**config.mk**
```make
export PLATFORM = sky130hd
export DESIGN_NAME = uart_rx
export DESIGN_NICKNAME = d
export VERILOG_FILES = /design/src/rtl/uart_rx.sv
export SDC_FILE = /design/constraint.sdc
export NUM_CORES = 1
export LEC_CHECK = 0
export ABC_AREA = 1
export CORE_MARGIN = 4
export CORE_UTILIZATION = 54
export CTS_CLUSTER_DIAMETER = 200
export CTS_CLUSTER_SIZE = 28
export DETAILED_ROUTE_END_ITERATION = 16
export GPL_TIMING_DRIVEN = 0
export PLACE_DENSITY_LB_ADDON = 0.3
export SLEW_MARGIN = 10
export SYNTH_ARGS = -nofsm -noshare
export SYNTH_HDL_FRONTEND = slang
export SYNTH_SLANG_ARGS = --single-unit
export TNS_END_PERCENT = 100
```
**constraint.sdc**
```tcl
create_clock -name clk -period 1.6 [get_ports clk]
set_input_delay 0.4 -clock clk [delete_from_list [all_inputs] [get_ports clk]]
set_output_delay 0.4 -clock clk [all_outputs]
set_load 0.1 [all_outputs]
```
**src/rtl/uart_rx.sv**
```systemverilog
// 8N1 serial receiver: mid-bit sampling of a synchronized line, byte presented
// on a valid/ack hold interface with single-cycle framing-error and overrun pulses.
module uart_rx #(
  parameter int CLKS_PER_BIT = 16
) (
  input  logic       clk,
  input  logic       reset_i,
  input  logic       rx_i,
  input  logic       rx_ack_i,
  output logic [7:0] data_o,
  output logic       rx_valid_o,
  output logic       frame_err_o,
  output logic       overrun_o,
  output logic       busy_o
);

  localparam int CW = $clog2(CLKS_PER_BIT);
  localparam logic [CW-1:0] HALF_LAST = CW'(CLKS_PER_BIT / 2 - 1);
  localparam logic [CW-1:0] BIT_LAST  = CW'(CLKS_PER_BIT - 1);

  typedef enum logic [1:0] {
    IDLE,
    START,
    DATA,
    STOP
  } state_t;

  state_t          r_state;
  logic [CW-1:0]   r_cnt;
  logic [2:0]      r_bitIdx;
  logic [7:0]      r_shreg;
  logic [7:0]      r_data;
  logic            r_valid;
  logic            r_frameErr;
  logic            r_overrun;
  logic            r_sync1;
  logic            r_sync2;
  logic            r_rxPrev;
  logic            w_rxS;
  logic            w_startEdge;

  // Synchronizer and edge-history flops idle high so reset never looks like a start edge.
  always_ff @(posedge clk) begin
    if (reset_i) begin
      r_sync1  <= 1'b1;
      r_sync2  <= 1'b1;
      r_rxPrev <= 1'b1;
    end else begin
      r_sync1  <= rx_i;
      r_sync2  <= r_sync1;
      r_rxPrev <= r_sync2;
    end
  end

  assign w_rxS       = r_sync2;
  assign w_startEdge = r_rxPrev & ~r_sync2;

  always_ff @(posedge clk) begin
    if (reset_i) begin
      r_state    <= IDLE;
      r_cnt      <= '0;
      r_bitIdx   <= '0;
      r_shreg    <= '0;
      r_data     <= '0;
      r_valid    <= 1'b0;
      r_frameErr <= 1'b0;
      r_overrun  <= 1'b0;
    end else begin
      r_frameErr <= 1'b0;
      r_overrun  <= 1'b0;
      // A stop-bit load later in this block overrides the ack clear.
      if (rx_ack_i && r_valid) begin
        r_valid <= 1'b0;
      end
      case (r_state)
        IDLE: begin
          if (w_startEdge) begin
            r_cnt   <= '0;
            r_state <= START;
          end
        end
        START: begin
          if (r_cnt == HALF_LAST) begin
            if (w_rxS) begin
              r_state <= IDLE;
            end else begin
              r_state  <= DATA;
              r_cnt    <= '0;
              r_bitIdx <= '0;
            end
          end else begin
            r_cnt <= r_cnt + 1'b1;
          end
        end
        DATA: begin
          if (r_cnt == BIT_LAST) begin
            r_shreg[r_bitIdx] <= w_rxS;
            r_cnt             <= '0;
            if (r_bitIdx == 3'd7) begin
              r_state <= STOP;
            end else begin
              r_bitIdx <= r_bitIdx + 3'd1;
            end
          end else begin
            r_cnt <= r_cnt + 1'b1;
          end
        end
        STOP: begin
          if (r_cnt == BIT_LAST) begin
            r_state <= IDLE;
            r_cnt   <= '0;
            if (!w_rxS) begin
              r_frameErr <= 1'b1;
            end else if (r_valid && !rx_ack_i) begin
              r_overrun <= 1'b1;
            end else begin
              r_data  <= r_shreg;
              r_valid <= 1'b1;
            end
          end else begin
            r_cnt <= r_cnt + 1'b1;
          end
        end
        default: r_state <= IDLE;
      endcase
    end
  end

  assign data_o      = r_data;
  assign rx_valid_o  = r_valid;
  assign frame_err_o = r_frameErr;
  assign overrun_o   = r_overrun;
  assign busy_o      = (r_state != IDLE);

endmodule
```
==> impl_results.md <==
- Status: completed
- Starting Density: 59.0%
- WL/cell: 12.0 um
- Clock transition at the registers of the reported paths: 0.10 ns
- Req. time, crit path: 1.20 ns
- Worst Max-Slew Pin Slew: 0.492 ns
- Sink Count: 31
- Reg2reg end: r_cnt[1]
- Peak supply drop: 766 uV
- Core Area: 2320 um2
- Worst EP arrival: 1.15 ns
- Gr ovfl total: 0
- Dpl hpwl: 2.12 mm
- R2r setup slk: 0.13 ns
- Hold depth: 1
- Die X: 58.3 um
- Fin area: 1640 um2
- WS Path Type: register to output port
- Clock root cell: clkbuf_4
- Number of cell rows: 17
- R2r startpoint: r_cnt[1]
- Cell count of the worst reg-to-reg path: 7
- Nets: 217
- Largest net degree at the start of global routing: 11
- Drt via density: 5.28
- H-tree depth: 2
- Setup TNS: 0 ns
- Largest stage delay on the critical path: 0.31 ns
- Max_slew headroom: 67.4%
- Post-synthesis net count: 193
- Antenna violations before repair: 0
- Commonest non-fill, non-tap cell in the layout: nand2_1
- Synth warn: 0
- First-pass GRT wire length: 4.75 mm
- Post-layout util: 70.8%
- Post-Place Cells: 229
- GRT Total Usage: 18.2%
- Hold Violations, Final: 0
- Die Y-Extent: 58.3 um
- Clock latency on the worst-skew pair: 0.33 ns
- Non-Filler Instances: 239
- Leakage power: 0.000693 uW
- Diode count: 0
- Total CTS buffers: 5
- Mean Syn Cell Area: 7.36 um2
- HP Start: r_sync1
- Mapped Cells: 186
- Post-Syn Area: 1370 um2
- Placed inst area: 1560 um2
- Max-Cap Viols: 0
- Register area share after synthesis: 45.3%
- Routability Congestion: 0.890
- Crit path max fanout: 9
- Iter 0 DRT Violations: 58
- Final setup viols: 0
- DRT antenna net count: 0
- Min Tclk post-route: 1.55 ns
- CP max-delay cell: dfxtp_1
- DRT Wirelength: 2.86 mm
- CP Buf/Inv Count: 3
- CTS tree: done
- Vias in the first global route: 1131
- Pins over their slew limit: 0
- Vias: 1263
- Final Cycle Share: 96.9%
- Synthesis-to-finish area growth: 19.8%
- Layout cell share with drive strength beyond 1: 21.8%
- PortBufs: 15
- Crit-path leading delay family: buffers and inverters
- Max Fclk: 0.645 GHz
- Hold Path End: r_sync2
- Hold WC Path Type: register to register
- Remaining DRCs: 0
- CP endpoint kind: output port
- Pre-antenna DRT Iters: 4
- Die area: 3400 um2
- Hold Worst Slack: 0.423 ns
- CTS max path bufs: 2
- Most frequent cells in the layout: nand2_1, dfxtp_1, nor2_1, nand3_1, a21oi_1
- Final Skew: 0.00763 ns
- Critical Path Start Type: register
- FF+latch count, synth: 31
- Cell Chain, Critical Path: buf_4 -> nor2_2 -> inv_2 -> buf_12
- Yosys cell types: 22
- P per Cell Area: 992 nW/um2
- Hold_buf cts: 0
- I/O pins: 16
[area by class of cell]
type,count,area [um2]
multi-input cells,137,688
fillers,193,678
flip-flops and latches,31,624
repair buffers,17,133
clock buffers,6,51.3
inverters,13,48.8
clock inverters,2,35.0
well taps,28,35.0
plain buffers,5,25.0
[routing by layer]
metal	share of wire [%]	GRT usage (%)
met1	45	22.3
met3	6.4	6.14
met2	48	28.9
met5	0	0
met4	1.3	7.95
[where the power goes]
| group | internal, uW | total (uW) | switching, uW |
|---|---|---|---|
| logic | 61.9 | 185 | 123 |
| registers | 788 | 805 | 17.7 |
| clock network | 369 | 637 | 268 |
[how the worst max path moves through the flow]
stage / startpoint / end / slack, ns / depth (start not counted)
6_report: register / busy_o / 0.05 / 4
5_1_grt: register / busy_o / -0.02 / 4
4_1_cts: r_state[0] / busy_o / 0.004 / 3
3_5_place_dp: register / busy_o / -0.54 / 4
3_3_place_gp: register / busy_o / -0.54 / 4
2_1_floorplan: register / busy_o / 0.09 / 3
[cell usage after synthesis, drive strengths merged]
master	number	share of area, %
inv	13	3.6
nor2	29	10
buf	2	0.73
a22oi	2	1.1
o21ai	8	2.9
ha	3	2.7
or2	2	0.91
nand2	47	14
clkbuf	3	0.82
nand4	2	0.91
nand3	21	8.6
a21oi	17	6.2
nor3	5	1.8
dfxtp	31	45
xor2	1	0.64
[cell families (layout without fill, tap and decap cells)]
group	Yosys count	count (layout)	share of synthesized area, %
flip-flops	31	31	45.3
AND/OR/NAND/NOR	106	106	35.9
XOR/XNOR	1	1	0.640
adder cells (fa/ha/maj)	3	3	2.74
buffers and inverters	18	43	5.12
AO/OA/AOI/OAI	27	27	10.2
[state kept, by name, summed over array words and instances (netlist names), named ones only]
signal,flops
r_rxPrev,1
r_cnt,4
r_state,1
r_bitIdx,3
r_shreg,8
rx_valid_o,1
data_o,8
overrun_o,1
frame_err_o,1
r_sync2,1
r_sync1,1
[through the flow]
step	total power, uW	worst slack [ns]
2_1_floorplan	944	0.0851
3_3_place_gp	980	-0.541
3_5_place_dp	984	-0.543
4_1_cts	1630	0.00350
5_1_grt	1700	-0.0248
6_report	1630	0.0490
[what timing repair did]
item	4_1_cts	5_1_grt
resized for setup	63	10
buffers inserted	0	2
endpoints found under the setup margin	12	18
pin swaps	0	1
(Power assumes the default switching activity.)
